File: config.mk
export PLATFORM = sky130hd
export DESIGN_NAME = keymem_arbiter
export DESIGN_NICKNAME = d
export VERILOG_FILES = /design/src/rtl/keymem_arbiter.sv
export SDC_FILE = /design/constraint.sdc
export NUM_CORES = 1
export LEC_CHECK = 0
export ABC_AREA = 1
export CORE_AREA = 2 2 271 273
export DETAILED_ROUTE_END_ITERATION = 10
export DIE_AREA = 0 0 273 275
export DONT_BUFFER_PORTS = 1
export PLACE_DENSITY = 0.49
export SYNTH_ARGS = -nofsm -noshare
export SYNTH_HDL_FRONTEND = slang
export SYNTH_SLANG_ARGS = --single-unit
File: constraint.sdc
create_clock -name clk156 -period 29.9 [get_ports clk156]
set_input_delay 5.98 -clock clk156 [delete_from_list [all_inputs] [get_ports clk156]]
set_output_delay 5.98 -clock clk156 [all_outputs]
set_load 0.03 [all_outputs]
File: src/rtl/keymem_arbiter.sv
// keymem_arbiter: round-robin arbiter that shares one keymem key-lookup port
// between NUM_REQ requesters in the clk156 domain. Each transaction is guarded
// by a timeout that reports an error to the requester and counts the event.
module keymem_arbiter #(
    parameter int NUM_REQ        = 4,
    parameter int TIMEOUT_CYCLES = 1024
) (
    input  logic                   clk156,
    input  logic                   areset_clk156,
    input  logic [NUM_REQ-1:0]     req_key_req,
    input  logic [NUM_REQ*32-1:0]  req_key_id,
    output logic [NUM_REQ-1:0]     req_key_ack,
    output logic [NUM_REQ-1:0]     req_key_error,
    output logic [255:0]           req_key,
    output logic                   km_key_req,
    output logic [31:0]            km_key_id,
    input  logic                   km_key_ack,
    input  logic [255:0]           km_key,
    output logic                   busy,
    output logic [15:0]            timeout_count
);

    localparam int              GW         = (NUM_REQ > 1) ? $clog2(NUM_REQ) : 1;
    localparam logic [GW-1:0]   LAST_INIT  = GW'(NUM_REQ - 1);
    localparam logic [15:0]     TIMER_LAST = 16'(TIMEOUT_CYCLES - 1);

    typedef enum logic [2:0] {
        IDLE = 3'd0,
        REQ  = 3'd1,
        RESP = 3'd2,
        ERR  = 3'd3,
        DROP = 3'd4
    } state_t;

    state_t              state;
    state_t              state_next;
    logic [GW-1:0]       grant;
    logic [GW-1:0]       last_grant;
    logic [GW-1:0]       pick;
    logic                pick_valid;
    logic [31:0]         pick_id;
    logic                grant_req;
    logic [NUM_REQ-1:0]  grant_onehot;
    logic [15:0]         timer;
    logic                start_req;
    logic                take_key;
    logic                take_err;

    // Round-robin search: first requesting index starting at last_grant+1.
    always_comb begin
        pick_valid = 1'b0;
        pick       = '0;
        pick_id    = '0;
        for (int k = 0; k < NUM_REQ; k++) begin
            for (int j = 0; j < NUM_REQ; j++) begin
                if (!pick_valid && req_key_req[j] &&
                    (j == (int'(last_grant) + 1 + k) % NUM_REQ)) begin
                    pick_valid = 1'b1;
                    pick       = GW'(j);
                    pick_id    = req_key_id[j*32 +: 32];
                end
            end
        end
    end

    // Decode the registered grant into its request level and a one-hot mask.
    always_comb begin
        grant_req    = 1'b0;
        grant_onehot = '0;
        for (int j = 0; j < NUM_REQ; j++) begin
            if (GW'(j) == grant) begin
                grant_req       = req_key_req[j];
                grant_onehot[j] = 1'b1;
            end
        end
    end

    // State register.
    always_ff @(posedge clk156 or posedge areset_clk156) begin
        if (areset_clk156) begin
            state <= IDLE;
        end else begin
            state <= state_next;
        end
    end

    // Next-state logic; an ack in the last timer cycle takes precedence over the timeout.
    always_comb begin
        state_next = state;
        start_req  = 1'b0;
        take_key   = 1'b0;
        take_err   = 1'b0;
        case (state)
            IDLE: begin
                if (pick_valid) begin
                    start_req  = 1'b1;
                    state_next = REQ;
                end
            end
            REQ: begin
                if (km_key_ack) begin
                    take_key   = 1'b1;
                    state_next = RESP;
                end else if (timer == TIMER_LAST) begin
                    take_err   = 1'b1;
                    state_next = ERR;
                end
            end
            RESP: state_next = DROP;
            ERR:  state_next = DROP;
            DROP: begin
                if (!grant_req) begin
                    state_next = IDLE;
                end
            end
            default: state_next = IDLE;
        endcase
    end

    // Registered outputs and transaction bookkeeping; pulses are set on the
    // transition edge so they appear during the RESP/ERR cycle.
    always_ff @(posedge clk156 or posedge areset_clk156) begin
        if (areset_clk156) begin
            grant         <= '0;
            last_grant    <= LAST_INIT;
            km_key_req    <= 1'b0;
            km_key_id     <= '0;
            timer         <= '0;
            req_key       <= '0;
            req_key_ack   <= '0;
            req_key_error <= '0;
            timeout_count <= '0;
            busy          <= 1'b0;
        end else begin
            req_key_ack   <= take_key ? grant_onehot : '0;
            req_key_error <= take_err ? grant_onehot : '0;
            busy          <= (state_next != IDLE);
            if (start_req) begin
                grant      <= pick;
                last_grant <= pick;
                km_key_id  <= pick_id;
                km_key_req <= 1'b1;
                timer      <= '0;
            end else if (state == REQ) begin
                timer <= timer + 16'd1;
                if (take_key || take_err) begin
                    km_key_req <= 1'b0;
                end
            end
            if (take_key) begin
                req_key <= km_key;
            end
            if (take_err && (timeout_count != 16'hFFFF)) begin
                timeout_count <= timeout_count + 16'd1;
            end
        end
    end

endmodule

==> results.txt <==
The top-area cell type share of the netlist area came out at 47.1%. Once the floorplan was initialized, standard cells occupied 24.6% of the core. The count of nets left with antenna violations after detail routing is 0. The wire length of the first global-routing pass is 112000 um. The count of endpoints failing hold in the final timing report came out at 0. The routed layout has 16800 vias. Headroom to the max-slew limit came out at 24.0%. The number of violations reported at the end of detailed-routing iteration 0 came out at 1715. The synthesized area per cell came out at 6.93 sq um. The worst register-to-register path ends at grant[0]. The growth of design area from synthesis to finish is 12.6%. The post-CTS setup buffer count is 0. The cell leakage power came out at 10.4 nW. The sequential fraction of the synthesis area is 47.4%.

Setup violations remaining at the end of the flow were counted as 0. The max-slew violation count came to 0. The count of nets after finishing is 2883.

The latest clock arrival within the worst-skew pair is 570 ps. After synthesis the netlist holds a flip-flop and latch count of 337. The via count of the first global-routing pass came out at 16000.

The final wirelength is 78500 um. The hold buffer count at CTS is 0. The top cell types in the final layout, fill and taps aside, are sky130_fd_sc_hd__nand2_1 (1063), sky130_fd_sc_hd__nor2_1 (372), sky130_fd_sc_hd__nand3_1 (346), sky130_fd_sc_hd__dfrtp_1 (335), sky130_fd_sc_hd__inv_1 (143).

The number of optimization iterations in the first detailed-route pass is 6. The setup slack of the worst register-to-register path came out at 23970 ps. After clock tree synthesis, the clock-pin slew on the worst setup and hold paths is 50 ps. The library cell used most frequently in the layout, excluding fill and tap cells, is sky130_fd_sc_hd__nand2_1. The total cell area at the placement stage is 18600 sq um. For this design the top-level I/O count stands at 705. Counting cells, the worst reg-to-reg path comes to 16. The area of the core is 72300 sq um. TritonCTS built the clock tree. The floorplan step defined a die boundary enclosing 75100 sq um. The worst path meets setup with 19230 ps of slack.

The number of sinks on the clock net came out at 337. The async set-reset flop share out of synthesis is 100%. Clock skew on the completed layout was measured at 18.5 ps. When the netlist entered floorplanning its net count stood at 2961. The worst path uses 35.7% of the clock period.

For the pin with the worst max-slew slack, the measured transition is 1140 ps. The count of synthesis-stage warnings from yosys came out at 0. Among all flip-flop cells after synthesis, the most frequent one is sky130_fd_sc_hd__dfrtp_1.

The post-synth design cell area is 17800 sq um. The critical path required time is 30320 ps. The synthesized design spends more area on one cell type than any other, namely sky130_fd_sc_hd__dfrtp_1. The timing-limited maximum frequency is 0.0937 GHz. Sorting the synthesized cells by area gives the leading types as sky130_fd_sc_hd__dfrtp_1 (47%), sky130_fd_sc_hd__nand2_1 (22%), sky130_fd_sc_hd__nand3_1 (9.7%). The completed layout was analyzed and its total power is 2.52 mW. The critical path startpoint category is a primary input.

The final-layout setup total negative slack is 0 ps. The number of antenna violations at the first check in global routing is 14. The maximum level of the CTS H-tree came out at 2.

The fraction of final layout cells sized beyond drive strength 1 came out at 5.04%. The critical path starts at req_key_req[3]. Entering global routing, the biggest net connects 163 pins. The final critical path time including I/O delays and setup came out at 10670 ps. The horizontal die dimension is 273 um.

The placement-stage worst setup slack came out at 18650 ps. Final hold analysis gives a worst-case slack of 536 ps. The number of violations of the max-capacitance limit came out at 0.

The origin of the critical flop-to-flop path is last_grant[1]. The tree is rooted in a sky130_fd_sc_hd__clkbuf_16. The worst endpoint data arrival time came out at 11080 ps. The number of distinct standard cells referenced by the synthesized netlist came out at 37. The die height is 275 um. The wire length per cell is 22.5 um.

The overall track demand over capacity in global routing is 19.9%. The number of port buffers came out at 0. The critical path class is in2reg. The endpoint class of the critical path is a flip-flop. The tightest min-delay check is of the reg2reg type. The power density over the cells is 126 nW/um^2. After detailed routing, the number of remaining DRC violations is 0.

At the end of routability-driven placement, the weighted congestion stood at 0.900. Setup repair after global routing left no endpoint under its margin. Once detailed placement completed, the half-perimeter wirelength came to 55500 um. The flow ran to the end, and the final reports show no timing, DRC or antenna violations.

Using the TritonRoute via totals, the vias-per-cell ratio works out to 4.81. The highest fanout seen on the critical path came out at 67. The critical path ends at grant[0]. The start point of the worst min-delay path is state[1]. Counting the buffers created by CTS gives 41. In this run, synthesis inferred 0 flip-flops with an integrated enable.

In this run the core area contains 99 standard-cell rows. The area of all placed cells without fillers is 20000 sq um. The post-cts sizing count came out at 0. The remaining global-route overflow is 0.

The synthesized netlist cell count came out at 2568. The clock tree buffer depth came out at 3. The largest voltage drop on the vdd net is 0.0000710 V. The filler cells instantiated in the layout total 8043.
-- where the power goes --
group          switching (mW)  total [mW]  internal, mW
Combinational           0.548       0.775         0.227
Sequential              0.577        1.22         0.647
Clock                   0.212       0.516         0.304
Total                    1.34        2.52          1.18
-- cells by family after synthesis --
logic type      synth area share, %
buf+inv                        6.78
xor+xnor                      0.886
flops                          47.4
fa+ha+maj                     0.141
compound gates                0.640
simple gates                   44.2
-- worst max-delay path: stages --
cell and delay, ps:
sky130_fd_sc_hd__inv_2 130, sky130_fd_sc_hd__nor2_1 140, sky130_fd_sc_hd__nor2_4 770, sky130_fd_sc_hd__nand4_1 280
sky130_fd_sc_hd__nor2_4 140, sky130_fd_sc_hd__buf_4 610, sky130_fd_sc_hd__nand4_2 230, sky130_fd_sc_hd__nor2_4 880
sky130_fd_sc_hd__nand3_2 230, sky130_fd_sc_hd__nor2_4 500, sky130_fd_sc_hd__buf_4 400, sky130_fd_sc_hd__a21oi_4 80
sky130_fd_sc_hd__buf_4 360, sky130_fd_sc_hd__o21ai_0 200, sky130_fd_sc_hd__o21ai_1 90
-- per-stage QoR --
| step | cells | util (%) |
|---|---|---|
| after floorplan | 2568 | - |
| after global placement | 3406 | 25.8 |
| after detailed placement | 3406 | 25.8 |
| after CTS | 3479 | 27.7 |
| after global routing | 3483 | 27.7 |
| final | 3487 | 27.7 |
-- synth_stat cells (2+ instances only) --
cell type,count
sky130_fd_sc_hd__nor2_1,377
sky130_fd_sc_hd__buf_6,3
sky130_fd_sc_hd__nor3_1,8
sky130_fd_sc_hd__buf_1,6
sky130_fd_sc_hd__nor3b_2,3
sky130_fd_sc_hd__or2_2,2
sky130_fd_sc_hd__nand4_1,75
sky130_fd_sc_hd__clkinv_1,3
sky130_fd_sc_hd__nor2_4,3
sky130_fd_sc_hd__inv_1,145
sky130_fd_sc_hd__nand3_1,346
sky130_fd_sc_hd__nor2_2,4
sky130_fd_sc_hd__xor2_1,12
sky130_fd_sc_hd__buf_4,4
sky130_fd_sc_hd__a31oi_1,3
sky130_fd_sc_hd__buf_2,38
sky130_fd_sc_hd__nor4_1,2
sky130_fd_sc_hd__nand2_1,1063
sky130_fd_sc_hd__o21ai_1,4
sky130_fd_sc_hd__clkbuf_1,96
sky130_fd_sc_hd__ha_1,2
sky130_fd_sc_hd__dfrtp_1,335
sky130_fd_sc_hd__o21ai_0,3
sky130_fd_sc_hd__inv_2,4
sky130_fd_sc_hd__xnor2_1,6
sky130_fd_sc_hd__nand2_2,2
sky130_fd_sc_hd__nor3_2,4
sky130_fd_sc_hd__a21oi_1,4
sky130_fd_sc_hd__dfstp_2,2
sky130_fd_sc_hd__nand3_2,2
-- flip-flops by register name (all words and copies together), names as in the netlist --
register       cells
req_key          256
km_key_id         32
timeout_count     16
timer             16
req_key_ack        4
req_key_error      4
state              3
grant              2
last_grant         2
busy               1
km_key_req         1
-- layer usage --
layer | part of all wire [%] | track usage [%] | up-vias
met1 | 38 | 24.7 | 7920
met3 | 13 | 8.74 | 122
met2 | 46 | 31.2 | 832
met4 | 2.7 | 5.85 | 12
met5 | 0.10 | 0 | -
li1 | - | - | 7894
-- cell type report --
type / instances / area [sq um] / area share [%]
Clock buffer: 58 / 1190 / 5.94
Antenna cell: 8 / 20.0 / 0.0999
Sequential cell: 337 / 8440 / 42.1
Timing Repair Buffer: 26 / 220 / 1.10
Inverter: 152 / 586 / 2.92
Multi-Input combinational cell: 1932 / 8200 / 40.9
Tap cell: 959 / 1200 / 5.99
Clock inverter: 15 / 185 / 0.924
-- how the worst min path moves through the flow --
stage,end,cells past startpoint
final,state[2],2
after detailed placement,state[2],2
after floorplan,state[2],2
after global routing,last_grant[1],2
after global placement,last_grant[1],2
after CTS,last_grant[1],2
Note: power is estimated with default switching activity, not from simulation.
